`src/rtl/pk_decode.sv`:
```
// Unpacks an ML-DSA public key (rho || 10-bit packed t1) read from a 64-bit word RAM.
// rho leaves as four words; t1 leaves as groups of four zero-extended coefficients.
module pk_decode #(
  parameter int K               = 8,
  parameter int N               = 256,
  parameter int D               = 13,
  parameter int WORD_WIDTH      = 64,
  parameter int COEFF_WIDTH     = 24,
  parameter int COEFF_PER_WORD  = 4,
  parameter int RHO_WORDS       = 4,
  parameter int ADDR_PACK_WIDTH = 15,
  parameter int PK_BASE_OFFSET  = 0
) (
  input  logic                                  clk,
  input  logic                                  rst_n,
  input  logic                                  start,
  output logic                                  re_pk,
  output logic [ADDR_PACK_WIDTH-1:0]            addr_pk,
  input  logic [WORD_WIDTH-1:0]                 dout_pk,
  output logic                                  rho_valid,
  output logic [$clog2(RHO_WORDS)-1:0]          rho_idx,
  output logic [WORD_WIDTH-1:0]                 rho_out,
  output logic                                  t_valid,
  input  logic                                  t_ready,
  output logic [$clog2(K*N/COEFF_PER_WORD)-1:0] t_idx,
  output logic [COEFF_WIDTH*COEFF_PER_WORD-1:0] t_coeff,
  output logic                                  busy,
  output logic                                  done,
  output logic [1:0]                            state_dbg
);
  localparam int PACK_LEN  = 23 - D;
  localparam int GRP_BITS  = PACK_LEN * COEFF_PER_WORD;
  localparam int BUF_W     = GRP_BITS + WORD_WIDTH;
  localparam int T1_WORDS  = K * N * PACK_LEN / WORD_WIDTH;
  localparam int N_GROUPS  = K * N / COEFF_PER_WORD;
  localparam int TOT_WORDS = RHO_WORDS + T1_WORDS;
  localparam int CNT_W     = $clog2(TOT_WORDS + 1);
  localparam int IDX_W     = $clog2(N_GROUPS);
  localparam int RIDX_W    = $clog2(RHO_WORDS);
  localparam int FILL_W    = $clog2(BUF_W);
  localparam int TC_W      = COEFF_WIDTH * COEFF_PER_WORD;

  typedef enum logic [1:0] {S_IDLE, S_RHO, S_T1, S_DONE} state_t;

  // Handshake: a group transfers on any rising edge where t_valid && t_ready;
  // t_valid, t_idx and t_coeff are held unchanged until that edge.
  state_t                state_q, state_d;
  logic [CNT_W-1:0]      rd_cnt_q, rd_cnt_d;
  logic                  rd_vld_q, rd_t1_q;
  logic [RIDX_W-1:0]     rd_idx_q;
  logic [BUF_W-1:0]      buf_q, buf_d, buf_base;
  logic [FILL_W-1:0]     fill_q, fill_d, fill_base;
  logic [IDX_W-1:0]      grp_cnt_q, grp_cnt_d;
  logic                  t_valid_q, t_valid_d;
  logic [IDX_W-1:0]      t_idx_q, t_idx_d;
  logic [TC_W-1:0]       t_coeff_q, t_coeff_d;
  logic                  rho_valid_q;
  logic [RIDX_W-1:0]     rho_idx_q;
  logic [WORD_WIDTH-1:0] rho_out_q;
  logic                  go, t_hs, load, append;

  assign go     = (state_q == S_IDLE) && start;
  assign t_hs   = t_valid_q && t_ready;
  assign load   = (state_q == S_T1) && (fill_q >= FILL_W'(GRP_BITS)) && (!t_valid_q || t_ready);
  assign append = rd_vld_q && rd_t1_q;

  always_ff @(posedge clk or negedge rst_n) begin
    if (!rst_n) state_q <= S_IDLE;
    else        state_q <= state_d;
  end

  always_comb begin
    state_d = state_q;
    case (state_q)
      S_IDLE:  if (start) state_d = S_RHO;
      S_RHO:   if (rd_cnt_q == CNT_W'(RHO_WORDS - 1)) state_d = S_T1;
      S_T1:    if (t_hs && (t_idx_q == IDX_W'(N_GROUPS - 1))) state_d = S_DONE;
      S_DONE:  state_d = S_IDLE;
      default: state_d = S_IDLE;
    endcase
  end

  // One outstanding read at most: the returning word is folded in before the next issue.
  always_comb begin
    re_pk = 1'b0;
    busy  = 1'b0;
    done  = 1'b0;
    case (state_q)
      S_RHO: begin
        re_pk = 1'b1;
        busy  = 1'b1;
      end
      S_T1: begin
        re_pk = !rd_vld_q && (fill_q < FILL_W'(GRP_BITS)) && (rd_cnt_q < CNT_W'(TOT_WORDS));
        busy  = 1'b1;
      end
      S_DONE:  done = 1'b1;
      default: ;
    endcase
  end

  always_comb begin
    buf_base  = load ? (buf_q >> GRP_BITS) : buf_q;
    fill_base = load ? (fill_q - FILL_W'(GRP_BITS)) : fill_q;
    buf_d     = buf_base;
    fill_d    = fill_base;
    if (append) begin
      buf_d  = buf_base | (BUF_W'(dout_pk) << fill_base);
      fill_d = fill_base + FILL_W'(WORD_WIDTH);
    end
    rd_cnt_d  = rd_cnt_q + CNT_W'(re_pk);
    grp_cnt_d = grp_cnt_q;
    t_valid_d = t_valid_q;
    t_idx_d   = t_idx_q;
    t_coeff_d = t_coeff_q;
    if (load) begin
      t_valid_d = 1'b1;
      t_idx_d   = grp_cnt_q;
      grp_cnt_d = grp_cnt_q + IDX_W'(1);
      for (int i = 0; i < COEFF_PER_WORD; i++)
        t_coeff_d[COEFF_WIDTH*i +: COEFF_WIDTH] = COEFF_WIDTH'(buf_q[PACK_LEN*i +: PACK_LEN]);
    end else if (t_hs) begin
      t_valid_d = 1'b0;
    end
    if (go) begin
      rd_cnt_d  = '0;
      grp_cnt_d = '0;
      buf_d     = '0;
      fill_d    = '0;
    end
  end

  always_ff @(posedge clk or negedge rst_n) begin
    if (!rst_n) begin
      rd_cnt_q    <= '0;
      rd_vld_q    <= 1'b0;
      rd_t1_q     <= 1'b0;
      rd_idx_q    <= '0;
      buf_q       <= '0;
      fill_q      <= '0;
      grp_cnt_q   <= '0;
      t_valid_q   <= 1'b0;
      t_idx_q     <= '0;
      t_coeff_q   <= '0;
      rho_valid_q <= 1'b0;
      rho_idx_q   <= '0;
      rho_out_q   <= '0;
    end else begin
      rd_cnt_q    <= rd_cnt_d;
      rd_vld_q    <= re_pk;
      rd_t1_q     <= (state_q == S_T1);
      rd_idx_q    <= rd_cnt_q[RIDX_W-1:0];
      buf_q       <= buf_d;
      fill_q      <= fill_d;
      grp_cnt_q   <= grp_cnt_d;
      t_valid_q   <= t_valid_d;
      t_idx_q     <= t_idx_d;
      t_coeff_q   <= t_coeff_d;
      rho_valid_q <= rd_vld_q && !rd_t1_q;
      if (rd_vld_q && !rd_t1_q) begin
        rho_idx_q <= rd_idx_q;
        rho_out_q <= dout_pk;
      end
    end
  end

  assign addr_pk   = ADDR_PACK_WIDTH'(PK_BASE_OFFSET) + ADDR_PACK_WIDTH'(rd_cnt_q);
  assign rho_valid = rho_valid_q;
  assign rho_idx   = rho_idx_q;
  assign rho_out   = rho_out_q;
  assign t_valid   = t_valid_q;
  assign t_idx     = t_idx_q;
  assign t_coeff   = t_coeff_q;
  assign state_dbg = state_q;

endmodule

```
`config.mk`:
```
export PLATFORM = sky130hd
export DESIGN_NAME = pk_decode
export DESIGN_NICKNAME = d
export VERILOG_FILES = /design/src/rtl/pk_decode.sv
export SDC_FILE = /design/constraint.sdc
export NUM_CORES = 1
export LEC_CHECK = 0
export BUFFER_PORTS_ARGS = -buffer_cell sky130_fd_sc_hd__buf_2
export CAP_MARGIN = 5
export CORE_UTILIZATION = 50
export DETAILED_ROUTE_END_ITERATION = 6
export GPL_TIMING_DRIVEN = 0
export HOLD_SLACK_MARGIN = 0.15
export PLACE_DENSITY = 0.75
export SYNTH_ARGS = -nofsm -noshare
export SYNTH_HDL_FRONTEND = slang
export SYNTH_SLANG_ARGS = --single-unit
```
`constraint.sdc`:
```
create_clock -name clk -period 5.6 [get_ports clk]
set_clock_uncertainty 0.1 [all_clocks]
set_input_delay 0.28 -clock clk [delete_from_list [all_inputs] [get_ports clk]]
set_output_delay 0.28 -clock clk [all_outputs]
set_load 0.01 [all_outputs]
```
==> metrics.txt, run 1 <==
Cells after Synth=1701; top-level port count=261; RSZ-0062 raised after global routing=false; die height=171 µm; DR vias=16000; Relative slew margins=9.69%; Seq/Total Area, Yosys=43.7%; Post-synth ARST share=100%; kind of cell adding the most delay to the critical path=buffers and inverters; Crit path buffers/inverters=5; Hold WC Path Type=in2async; WL/cell=29.0 µm; Pre-Repair DR Iteration Count=6; Seq cells post-synth=249; Via density=6.53; final setup vio count=2; nets=2126; latest clock arrival within the worst-skew pair=0.58 ns; Root Buffer Master=clkbuf_16; Netlist cell types=75; total chip power=12.2 mW; Synth warnings=0; worst vdd ir=0.000333 V; DP Wirelength=51.8 mm; H-tree Lvls=1; largest net degree at the start of global routing=106; GRT Util Overall=48.4%; largest stage delay on the critical path=0.81 ns; Max Freq=176 MHz; top cell type's share of synthesized area=43.7%; vias in the first global route=15200; TritonCTS clock tree=yes; critical path's slowest cell=a221oi_1; Max Slew Vio Count=0; full die area=29200 µm²; Area contributors post-synth=dfrtp_1 44%, nand2_1 14%, mux2i_1 4.6%; clk buf depth=3; nature of the critical path endpoint=flip-flop; Post-Route WL=71.1 mm; ANT nets after route=0; antenna violations before repair=3; Placement Cell Area=16000 µm²; Max Cap Viol=0; CP required=5.91 ns; global placer's final weighted congestion=1.07; CP Launch Type=flip-flop; drc violations=0; clock period minus worst slack=5.68 ns; Worst Path Arrival=5.99 ns; Clock Pin Slew Worst Setup and Hold Paths=0.07 ns; Reg2Reg Depth=13; RR Endpoint=buf_q[74]; Synth Flop Type=dfrtp_1; Starting Density=51.0%; Final TNS setup=-0.100 ns; R2R setup slack=-0.08 ns; CP Class=reg2reg; cts bufs inserted=27; DR iter-0 viols=2517; row cnt=61; Final Cell Area=17600 µm²; failing checks=setup timing; Reg-to-Reg Start=fill_q[3]; status=complete, but fails checks; critical-path cell list=clkbuf_1, inv_1, clkbuf_1, clkbuf_1, ha_1, nand2b_1, a211oi_4, buf_2, mux2_2, a221oi_1, mux2i_1, a22oi_1, a21oi_1; Area growth syn-to-layout=23.7%; Netlist Area Pre-Place=14200 µm²; Final Cycle Share=101%; first-pass GRT wire length=101 mm; gr ovfl total=0; CP most frequent cell=clkbuf_1; die width=171 µm; Hold Violations, Final=0; area leader, netlist=dfrtp_1; DP Worst Slack=0.196 ns; Tightest Pin Transition=1.35 ns; Sinks on Clock Net=249; average cell area after synthesis=8.37 µm²; crit-path max FO=10; Pwr Density=695 nW/µm²; EDFF count, synth=0; Leakage=8.42 nW; Core Footprint=27900 µm²; final setup margin=-0.0803 ns; share of cells above drive strength 1=18.6%; Port-buffer cells=191
[synth_stat cells, types with 9 or more instances]
| cell | number |
|---|---|
| a221oi_1 | 20 |
| nand4_1 | 10 |
| a211oi_1 | 13 |
| ha_1 | 9 |
| nand3_1 | 27 |
| or3_1 | 9 |
| a41oi_1 | 11 |
| o22ai_1 | 19 |
| nor2b_1 | 11 |
| a22oi_1 | 24 |
| a21oi_1 | 85 |
| nor2_1 | 75 |
| nand2b_1 | 11 |
| buf_4 | 64 |
| a31oi_1 | 53 |
| nand2_1 | 536 |
| a221o_1 | 11 |
| clkbuf_1 | 78 |
| buf_2 | 33 |
| buf_1 | 12 |
| mux2_2 | 21 |
| mux2i_1 | 65 |
| nor3_1 | 30 |
| dfrtp_1 | 249 |
| inv_1 | 19 |
| o21ai_0 | 60 |
[metrics by stage]
| step | utilization (%) | hold WS, ns | cells |
|---|---|---|---|
| final | 63.1 | 0.124 | 2449 |
| after global routing | 63.0 | 0.175 | 2448 |
| after CTS | 62.9 | 0.152 | 2448 |
| after detailed placement | 57.2 | 0.140 | 2334 |
| after global placement | 56.9 | 0.313 | 2331 |
| after floorplan | - | -0.116 | 1762 |
[placed cells by master, fill, tap and decap left out, types with 8 or more instances in the layout]
cell type,n
o21ai_0,59
a22o_1,8
clkbuf_8,8
a221oi_1,20
inv_1,19
mux2_2,21
nand3_1,27
nor3_1,30
a22oi_1,24
clkbuf_16,27
conb_1,62
mux2i_1,63
a31oi_1,53
o2bb2ai_1,8
dlygate4sd3_1,64
dfrtp_1,249
nor2b_1,11
nand4_1,10
ha_1,9
a211o_1,8
buf_1,12
a211oi_1,12
clkbuf_1,81
nor2_1,74
a21oi_1,83
o211ai_1,8
buf_4,65
a221o_1,11
or3_1,9
nand2b_1,11
buf_2,223
o22ai_1,19
xor2_1,8
nand2_1,536
a41oi_1,11
[worst max-delay path by stage]
stage | start | end | cells past startpoint
3_5_place_dp | fill_q[3] | buf_q[70] | 14
2_1_floorplan | fill_q[3] | buf_q[87] | 14
4_1_cts | fill_q[3] | buf_q[70] | 14
3_3_place_gp | rst_n | buf_q[49] | 1
5_1_grt | fill_q[3] | buf_q[42] | 14
6_report | fill_q[3] | buf_q[74] | 13
[area by class of cell]
cell class	count	area [µm²]
tap	378	473
fill	2309	10300
buffer	188	996
antenna	1	2.50
sequential	249	6230
clock buffer	39	801
clock inverter	11	164
timing repair buffer	258	1670
multi-input combinational	1305	7200
inverter	20	75.1
[power by group]
group / switching [mW] / internal (mW)
Clock: 0.818 / 1.14
Combinational: 5.23 / 2.15
Sequential: 0.489 / 2.41
[per-layer routing]
layer	GRT usage, %	share of wire (%)
met1	58.9	36
met2	71.7	42
met3	17.9	14
met4	31.6	7.6
met5	1.22	0.11
[cell families (layout without fill, tap and decap cells)]
kind of cell,after synthesis,count (layout),synth area share [%]
buf+inv,208,516,7.51
mux,89,89,6.59
compound gates,406,406,19.9
simple gates,728,728,20.7
fa+ha+maj,9,9,0.791
other cells,1,63,0.0263
xor+xnor,11,11,0.676
flops,249,249,43.7
[sequential cells by signal, indices dropped and copies added, names as in the netlist]
name	cells
buf_q	104
rho_out	64
t_coeff	40
grp_cnt_q	9
rd_cnt_q	9
t_idx	9
fill_q	4
rd_idx_q	2
rho_idx	2
state_dbg	2
rd_t1_q	1
rd_vld_q	1
rho_valid	1
t_valid	1
[what timing repair did]
action / in CTS / in global routing
hold buffers: 64 / 0
setup buffers: 0 / 0
gates resized for setup: 0 / 10
endpoints found under the hold margin: 325 / 0
setup endpoints to repair: 0 / 13
(Power assumes the default switching activity.)
==> inputs of run 2 (changes only) <==
==> constraint.sdc (replaced) <==
create_clock -name clk -period 6.9 [get_ports clk]
set_clock_uncertainty 0.1 [all_clocks]
set_input_delay 1.38 -clock clk [delete_from_list [all_inputs] [get_ports clk]]
set_output_delay 1.38 -clock clk [all_outputs]
set_load 0.01 [all_outputs]
==> run 2 against run 1 <==
Net effect: the run now ends clean; largest power group unchanged; worst setup slack improved by 1.1 ns; routed wire length fell by 3.2%; via count decreased by 2.6%; cell count fell by 2.5%; final area decreased by 3.8%; critical path depth is 1 higher; first-iteration DRC count is 5.4% lower; non-clock buffer count is 64 lower.
==> metrics.txt, run 2 (synthesis gave the netlist of run 1 again) <==
first-pass GRT wire length=97.6 mm; R2R setup slack=1.06 ns; Final Cycle Share=84.7%; clock network power share=16.2%; met3 Use GR=15.5%; row cnt=61; drc violations=0; hold_buf cts=0; die height=171 µm; top-level port count=261; Area growth syn-to-layout=19.0%; DR vias=15600; cts bufs inserted=27; worst setup path start=fill_q[3]; status=finished, final reports clean; max FFs per register=104; total chip power=9.85 mW; Core Footprint=27900 µm²; ANT nets after route=0; final core occ=60.7%; WL/cell=28.8 µm; Worst Path Arrival=6.26 ns; DP Wirelength=51.8 mm; die width=171 µm; Pint=4.59 mW; postcts setup bufs=0; fillers=2422; Max Cap Viol=0; final setup vio count=0; commonest cells after routing, fill and taps aside=536 x nand2_1, 249 x dfrtp_1, 223 x buf_2, 85 x a21oi_1, 82 x clkbuf_1; crit-path max FO=10; Final TNS setup=0 ns; Port-buffer cells=191; Hold WC Path Type=reg2reg; worst vdd ir=0.000269 V; DP Worst Slack=1.50 ns; CP required=7.32 ns; GRT Util Overall=46.9%; Leakage=8.15 nW; Tightest Pin Transition=1.49 ns; startpoint of the worst hold path=rd_cnt_q[0]; Clock Pin Slew Worst Setup and Hold Paths=0.07 ns; Max Freq=171 MHz; Max Slew Vio Count=0; Final Cell Area=16900 µm²; commonest non-fill, non-tap cell in the layout=nand2_1; met1 Usage GRT=59.5%; GRT busiest layer=met2; Hold Violations, Final=0; RSZ-0062 raised after global routing=false; switch share=53.4%; met2 GRT Util=69.6%; clock period minus worst slack=5.84 ns; latest clock arrival within the worst-skew pair=0.58 ns; Comb pwr share=59.9%; DR iter-0 viols=2382; Sinks on Clock Net=249; final setup margin=1.06 ns; Via density=6.52; gr ovfl total=0; Relative slew margins=0.743%; share of cells above drive strength 1=18.7%; global placer's final weighted congestion=1.07; Root Buffer Master=clkbuf_16; CP Launch Type=flip-flop; clk buf depth=3; nets=2062; Placement Cell Area=16000 µm²; Sw Pwr=5.26 mW; full die area=29200 µm²; Pwr Density=581 nW/µm²; TritonCTS clock tree=yes; Starting Density=51.0%; CTS-repair resized insts=0; H-tree Lvls=1; Pre-Repair DR Iteration Count=7; antenna violations before repair=5; largest net degree at the start of global routing=106; nature of the critical path endpoint=flip-flop; vias in the first global route=14500; Reg-to-Reg Start=fill_q[3]; Seq pwr share=23.9%; CP Class=reg2reg; Biggest register=buf_q; Post-Route WL=68.8 mm
## run 2: cell types whose count changed in the layout (fill, tap and decap cells not counted), sizes merged
cell and delta:
diode +2, dlygate4sd3 -64
## run 2: worst paths after layout
check | endpoint | depth (start not counted)
worst max-delay path | buf_q[70] | 14
worst min-delay path | rd_idx_q[0] | 0
worst max register to register | buf_q[70] | 14
worst min register to register | rd_idx_q[0] | 0
max in group asynchronous | buf_q[79] | 2
min in group asynchronous | rho_out[17] | 1
## run 2: power groups by stage
stage          logic (mW)  clock network, mW  registers, mW
2_1_floorplan        3.25                  0           2.28
3_3_place_gp         5.51                  0           2.33
3_5_place_dp         5.54                  0           2.34
4_1_cts              5.58               1.59           2.33
5_1_grt              6.06               1.65           2.39
6_report             5.90               1.59           2.35
## run 2: per-stage QoR
stage / cells / hold WS (ns)
global placement: 2331 / 0.313
floorplan: 1762 / 0.314
finish: 2387 / 0.345
global route: 2384 / 0.350
CTS: 2384 / 0.337
detailed placement: 2334 / 0.314
## run 2: final cells by class
cell class | count | area, µm² | area share [%]
multi-input combinational | 1305 | 7170 | 42.3
sequential | 249 | 6230 | 36.8
timing repair buffer | 194 | 1030 | 6.07
buffer | 188 | 995 | 5.87
clock buffer | 39 | 801 | 4.73
tap | 378 | 473 | 2.79
clock inverter | 11 | 164 | 0.967
inverter | 20 | 75.1 | 0.443
antenna | 3 | 7.51 | 0.0443
## run 2: routing by layer
layer | vias up | part of all wire [%]
li1 | 6420 | -
met2 | 1344 | 42
met1 | 7490 | 36
met3 | 304 | 14
met5 | - | 0.033
met4 | 4 | 7.0
## run 2: critical path: stages, from the launching register on
cell and delay, ns:
dfrtp_1 0.47, clkbuf_1 0.33, inv_1 0.20, clkbuf_1 0.44, clkbuf_1 0.48, ha_1 0.35, buf_2 0.25, nand2b_1 0.22
or4_1 0.13, clkbuf_1 0.29, nand2_1 0.22, nor2_1 0.95, a31oi_1 0.19, a211oi_1 0.90, a22o_1 0.25
